`src/rtl/hazard_ctrl.sv`:
```
// Purpose : pipeline hazard unit - load-use / RAW stall, branch flush, operand forward select.
// Latency : zero-cycle (combinational) control outputs; stall_cycles updates on the clock edge.
// Backpr. : stall_fetch holds PC and IF/ID while bubble_id_ex inserts a nop; branch flush overrides stall.
//
// Build option: define HAZARD_FORWARDING_EN to enable operand forwarding
//   (EX > MEM > WB priority, only load-use stalls). Undefined: no forwarding,
//   any RAW match in EX/MEM/WB stalls and bubbles.
//
// Ports:
//   clk, rst                       clock, asynchronous active-high reset
//   id_rs_id, id_rt_id             decode source register ids
//   id_uses_rs, id_uses_rt         decode instruction reads rs / rt
//   ex_writeback_reg_id            EX destination register id (ID/EX output)
//   ex_write_to_regfile            EX instruction writes the regfile
//   ex_mem_read                    EX instruction is a load
//   ex_branch_taken                branch resolved taken in EX
//   stall_fetch                    hold PC and IF/ID
//   bubble_id_ex                   ID/EX captures zero control
//   flush_if_id                    IF/ID captures a nop
//   fwd_a_sel, fwd_b_sel           00 regfile, 01 EX, 10 MEM, 11 WB
//   stall_cycles                   saturating count of stalled cycles
module hazard_ctrl (
    input  logic        clk,
    input  logic        rst,
    input  logic [4:0]  id_rs_id,
    input  logic [4:0]  id_rt_id,
    input  logic        id_uses_rs,
    input  logic        id_uses_rt,
    input  logic [4:0]  ex_writeback_reg_id,
    input  logic        ex_write_to_regfile,
    input  logic        ex_mem_read,
    input  logic        ex_branch_taken,
    output logic        stall_fetch,
    output logic        bubble_id_ex,
    output logic        flush_if_id,
    output logic [1:0]  fwd_a_sel,
    output logic [1:0]  fwd_b_sel,
    output logic [15:0] stall_cycles
);

    // In-flight tracker: what was in EX last cycle (MEM) and two cycles ago (WB).
    logic [4:0] mem_reg;
    logic       mem_we;
    logic       mem_load;
    logic [4:0] wb_reg;
    logic       wb_we;

    always_ff @(posedge clk or posedge rst) begin
        if (rst) begin
            mem_reg  <= 5'd0;
            mem_we   <= 1'b0;
            mem_load <= 1'b0;
            wb_reg   <= 5'd0;
            wb_we    <= 1'b0;
        end else begin
            mem_reg  <= ex_writeback_reg_id;
            mem_we   <= ex_write_to_regfile;
            mem_load <= ex_mem_read;
            wb_reg   <= mem_reg;
            wb_we    <= mem_we;
        end
    end

    // The MEM load flag is kept with the entry for observability; a load that has
    // reached MEM has its data available, so no decision depends on it here.
    logic unused_mem_load;
    assign unused_mem_load = mem_load;

    // r0 is hard-wired zero, so it never creates a dependency.
    function automatic logic src_match(input logic uses, input logic [4:0] src,
                                       input logic we, input logic [4:0] dst);
        return uses && we && (src == dst) && (src != 5'd0);
    endfunction

    logic ex_a, ex_b, mem_a, mem_b, wb_a, wb_b;
    always_comb begin
        ex_a  = src_match(id_uses_rs, id_rs_id, ex_write_to_regfile, ex_writeback_reg_id);
        ex_b  = src_match(id_uses_rt, id_rt_id, ex_write_to_regfile, ex_writeback_reg_id);
        mem_a = src_match(id_uses_rs, id_rs_id, mem_we, mem_reg);
        mem_b = src_match(id_uses_rt, id_rt_id, mem_we, mem_reg);
        wb_a  = src_match(id_uses_rs, id_rs_id, wb_we, wb_reg);
        wb_b  = src_match(id_uses_rt, id_rt_id, wb_we, wb_reg);
    end

    logic       hazard;
    logic [1:0] sel_a, sel_b;

`ifdef HAZARD_FORWARDING_EN
    // Youngest producer wins: EX result is newer than MEM, MEM newer than WB.
    function automatic logic [1:0] pick(input logic ex_m, input logic mem_m, input logic wb_m);
        if (ex_m)       return 2'b01;
        else if (mem_m) return 2'b10;
        else if (wb_m)  return 2'b11;
        else            return 2'b00;
    endfunction

    always_comb begin
        hazard = (ex_a || ex_b) && ex_mem_read;
        sel_a  = pick(ex_a, mem_a, wb_a);
        sel_b  = pick(ex_b, mem_b, wb_b);
    end
`else
    always_comb begin
        hazard = ex_a || ex_b || mem_a || mem_b || wb_a || wb_b;
        sel_a  = 2'b00;
        sel_b  = 2'b00;
    end
`endif

    // Outputs are masked during reset so a stall driven by live EX inputs also
    // drops the moment rst rises.
    always_comb begin
        stall_fetch  = 1'b0;
        bubble_id_ex = 1'b0;
        flush_if_id  = 1'b0;
        fwd_a_sel    = 2'b00;
        fwd_b_sel    = 2'b00;
        if (!rst) begin
            // A taken branch kills the decode instruction, so its hazard is moot.
            stall_fetch  = hazard && !ex_branch_taken;
            bubble_id_ex = hazard || ex_branch_taken;
            flush_if_id  = ex_branch_taken;
            fwd_a_sel    = sel_a;
            fwd_b_sel    = sel_b;
        end
    end

    always_ff @(posedge clk or posedge rst) begin
        if (rst) begin
            stall_cycles <= 16'd0;
        end else if (stall_fetch && (stall_cycles != 16'hFFFF)) begin
            stall_cycles <= stall_cycles + 16'd1;
        end
    end

endmodule

```
`config.mk`:
```
export PLATFORM = sky130hd
export DESIGN_NAME = hazard_ctrl
export DESIGN_NICKNAME = d
export VERILOG_FILES = /design/src/rtl/hazard_ctrl.sv
export SDC_FILE = /design/constraint.sdc
export NUM_CORES = 1
export LEC_CHECK = 0
export CELL_PAD_IN_SITES_DETAIL_PLACEMENT = 2
export CELL_PAD_IN_SITES_GLOBAL_PLACEMENT = 2
export CORE_ASPECT_RATIO = 1.2
export CORE_MARGIN = 2
export CORE_UTILIZATION = 29
export CTS_CLUSTER_SIZE = 8
export DETAILED_ROUTE_END_ITERATION = 10
export MAX_ROUTING_LAYER = met4
export PLACE_DENSITY_LB_ADDON = 0.1
export SYNTH_ARGS = -nofsm -noshare
export SYNTH_HDL_FRONTEND = slang
export SYNTH_SLANG_ARGS = --single-unit
```
`constraint.sdc`:
```
create_clock -name clk -period 2.45 [get_ports clk]
set_clock_uncertainty 0.05 [all_clocks]
set_input_delay 0.49 -clock clk [delete_from_list [all_inputs] [get_ports clk]]
set_output_delay 0.49 -clock clk [all_outputs]
set_load 0.005 [all_outputs]
```
### Word-level counts from Yosys, hierarchy flattened

Cells that the tools add are included.

* word-level logic and storage cells: 45
* input port bits: 22
* output and inout bits: 23
* flip-flop bits (word level): 28

* equal/unequal tests: 7
* add/subtract/negate cells: 1
* reductions and logical operators: 29
* muxes and demuxes: 3

Operator list (number)
* 5-bit == test: 6
* 1-bit logical AND: 20
* 16-bit by 1-bit adder with 16-bit output (second input constant): 1
* 16-bit != test (second input constant): 1
* 5-bit nonzero test: 2
* 1-bit logical OR: 6
* 1-bit two-way mux: 3
* 1-bit zero test: 1

### Longest topological paths before layout

* depth after elaboration: 11
* mapped depth: 9
* depth with buffers taken out: 8

### Least setup slack after synthesis

No wires, ideal clock.

* path type: in2out
* from: in id_rt_id[0]
* to: out stall_fetch
* data arrival time: 1630 ps
* stages on the path: 5
* path slack: 280 ps
* cell sequence: or4_1 o21ai_0 a31oi_2 nor2_1 nor2_1

* word-level cells in the longest chain between the ends: 10

Ends and longest elaborated chain
* start: declaration: line 26 `input logic [4:0] id_rt_id,`
* 5-bit == test: line 72 `return uses && we && (src == dst) && (src != 5'd0);`
* 1-bit logical AND (2 in series): line 72
* 1-bit logical OR (4 in series): line 104 `hazard = ex_a || ex_b || mem_a || mem_b || wb_a || wb_b;`
* 1-bit logical OR (*): line 104
* 1-bit logical AND (*): line 120 `stall_fetch = hazard && !ex_branch_taken;`
* 1-bit two-way mux (*): line 118 `if (!rst) begin`
* end: declaration: line 33 `output logic stall_fetch,`

Mark *: on every way between the ends. The rest lies on a longest branch, timed or not.

### Worst setup path after layout

* from: reg mem_reg[1]
* to: out bubble_id_ex

* word-level cells in the longest chain between the ends: 9

Ends and longest elaborated chain
* start: declaration: line 42 `logic [4:0] mem_reg;`
* start signal: assignment: line 56 `mem_reg <= ex_writeback_reg_id;`
* 5-bit == test: line 72
* 1-bit logical AND (2 in series): line 72
* 1-bit logical OR: line 104
* 1-bit logical OR (*) (3 in series): line 104
* 1-bit logical OR (*): line 121 `bubble_id_ex = hazard || ex_branch_taken;`
* 1-bit two-way mux (*): line 118
* end: declaration: line 34 `output logic bubble_id_ex,`

Marks and branches as above.

==> impl_metrics.yaml <==
run_status:
  outcome: "complete, but fails checks"
  violations: "negative setup slack"
clock_tree:
  cts_buffers: 3
  cts_buffer_depth: 2
  htreeDepth: 1
  cts_sinks: 28
  postCtsHoldBufs: 0
  path_clk_slew_ns: 0.10
  cts_tree: "yes"
  cts_root_buffer: "clkbuf_8"
  clk_latency_ns: 0.28
synth:
  synth-main-ff-cell: "dfrtp_1"
  synth_area_um2: 1556
  ys_seq_area_share_pct: 45.02
  yosysUniqueCellTypes: 30
  synth_enable_flop_cells: 0
  synth-async-reset-ratio_pct: 100.0
  avgSynthCellArea_um2: 10.96
  yosysWarnings: 0
  ys_ff_latch: 28
  syn_inst: 142
finish:
  final_common_cell: "xor2_1"
  n_fill_cell: 540
  seqCellArea_um2: 700.7
  drive_above_1_share_pct: 34.45
  final_net_count: 233
  fin_util_pct: 45.67
  diodes: 0
  multi_input_area_um2: 945.9
  area_growth_pct: 53.30
  largest_register_ffs: 16
  final_cell_mix: "34 x xor2_1, 28 x dfrtp_1, 22 x clkdlybuf4s50_1"
  finalInstanceArea_um2: 2386
routing:
  drc: 0
  viasPerCell: 4.808
  wl_per_cell_um: 16.97
  vias: 1303
  wl_mm: 4.600
  drtIter0Drc: 24
  drt-pass1-iter-count: 3
  route.antenna.remaining_nets: 0
critical_path:
  start_kind: "register"
  crit_required_ns: 1.91
  reg2reg_from: "mem_reg[1]"
  r2r_setup_slack_ns: 0
  worst_setup_path_end_kind: "primary output"
  worst-r2r-cell-count: 11
  critPathMaxFanout: 3
  r2r-end: "stall_cycles[11]"
  worstSetupPathType: "register to primary output"
  critPathArrivalTime_ns: 2.04
global_routing:
  grt_pass1_vias: 1487
  overflow: 0
  grt_max_degree: 29
  antenna_found_initial: 0
  grt_first_pass_wirelength_mm: 7.555
  grt_use_total_pct: 16.45
worst_hold_path:
  hp-start: "ex_writeback_reg_id[3]"
  hp-class: "input port to register"
  whs_path_depth: 1
  holdPathEnd: "mem_reg[3]"
floorplan:
  die_x_um: 70.88
  core-area_um2: 5225
  core.rowCount: 29
  num_io_pins: 45
  floorplan.initialDensity_pct: 29.79
  die_h_um: 84.26
  fp.dieArea_um2: 5972
power:
  cellLeakagePower_nw: 1.109
  power.density_nw_per_um2: 459.3
  p_total_mw: 1.096
  peakVddDrop_uv: 304.6
flow_run:
  max-cap-violations: 0
placed_design:
  port_buffers: 39
  place_area_um2: 2150
  gp_congestion: 0.7396
  dpl.hpwl_mm: 3.330
sta:
  tns_ns: -0.2390
  fin_ws_ns: -0.1266
  hold_viol_final: 0
  fmax_mhz: 388.1
  post-route-period-util_pct: 105.2
  finalMaxSlewViolations: 0
  rsz0062_at_grt: "true"
  setup_viol: 4
  hold_slack_ns: 0.3178
  timing.final.crit_period_ns: 2.577
==> worst max-delay path, cell delays in order, from the launching register on <==
cell	delay [ns]
dfrtp_1	0.44
xor2_2	0.18
nor4_2	0.36
nand3_1	0.15
a31oi_2	0.23
buf_4	0.15
nor3_2	0.03
nor2_1	0.10
buf_2	0.12
==> what timing repair did <==
item | in CTS | in global routing
cloned | 0 | 1
gates resized for setup | 75 | 14
setup endpoints to repair | 16 | 6
endpoints found under the hold margin | 0 | 0
setup buffers | 5 | 1
pin swaps | 16 | 6
==> report_power, final <==
| part | internal (mW) | switching, mW | total, mW |
|---|---|---|---|
| combinational | 0.116 | 0.0959 | 0.212 |
| clock | 0.219 | 0.150 | 0.369 |
| sequential | 0.487 | 0.0280 | 0.515 |
| total | 0.822 | 0.274 | 1.10 |
==> cell usage after synthesis (2+ instances only) <==
| library cell | count | area [um^2] |
|---|---|---|
| xor2_1 | 35 | 306.5 |
| dfrtp_1 | 28 | 700.7 |
| nor2_1 | 11 | 41.29 |
| nand3_1 | 9 | 45.04 |
| xnor2_1 | 9 | 78.83 |
| nand2_1 | 7 | 26.28 |
| nor4_1 | 5 | 31.28 |
| buf_4 | 4 | 30.03 |
| nand4_1 | 3 | 18.77 |
| nor3_1 | 3 | 15.01 |
| nor4_2 | 3 | 37.54 |
| or4_1 | 3 | 22.52 |
| a31oi_2 | 2 | 25.02 |
| inv_1 | 2 | 7.510 |
| nand2b_1 | 2 | 12.51 |
| o21ai_0 | 2 | 10.01 |
==> metrics by stage <==
stage,cells,worst slack [ns]
global placement,260,-0.7253
floorplan,145,0.2804
detailed placement,260,-0.7778
CTS,269,-0.06247
global route,271,-0.2416
finish,271,-0.1266
==> routing by layer <==
layer / global-route usage [%] / wire, um / vias to the layer above
li1: - / - / 610
met1: 17.48 / 1677 / 663
met2: 32.03 / 2756 / 26
met3: 1.801 / 128 / 4
met4: 3.602 / 38 / 0
met5: - / 0 / -
==> worst max-delay path by stage <==
stage / from / endpoint / slack, ns / depth (start not counted)
floorplan: id_rt_id[0] / stall_fetch / 0.28 / 5
global placement: id_rt_id[4] / stall_fetch / -0.73 / 8
detailed placement: id_rt_id[4] / bubble_id_ex / -0.78 / 9
CTS: mem_reg[1] / bubble_id_ex / -0.06 / 8
global route: mem_reg[1] / bubble_id_ex / -0.24 / 8
finish: mem_reg[1] / bubble_id_ex / -0.13 / 8
==> cell type report <==
cell class / instances / share of cell area, %
flip-flops and latches: 28 / 29.37
clock inverters: 1 / 1.259
inverters: 2 / 0.3146
well taps: 62 / 3.251
repair buffers: 65 / 24.44
clock buffers: 3 / 1.730
multi-input cells: 110 / 39.64
==> cell families (layout without fill, tap and decap cells) <==
logic type	Yosys count	count (layout)	share of synthesized area, %
simple gates	53	53	21.46
xor+xnor	44	44	24.76
flops	28	28	45.02
compound gates	7	7	3.859
buf+inv	7	71	3.135
fa+ha+maj	1	1	0.8037
other cells	1	4	0.2409
mux	1	1	0.7234
Power figures use the tool's default switching activity.
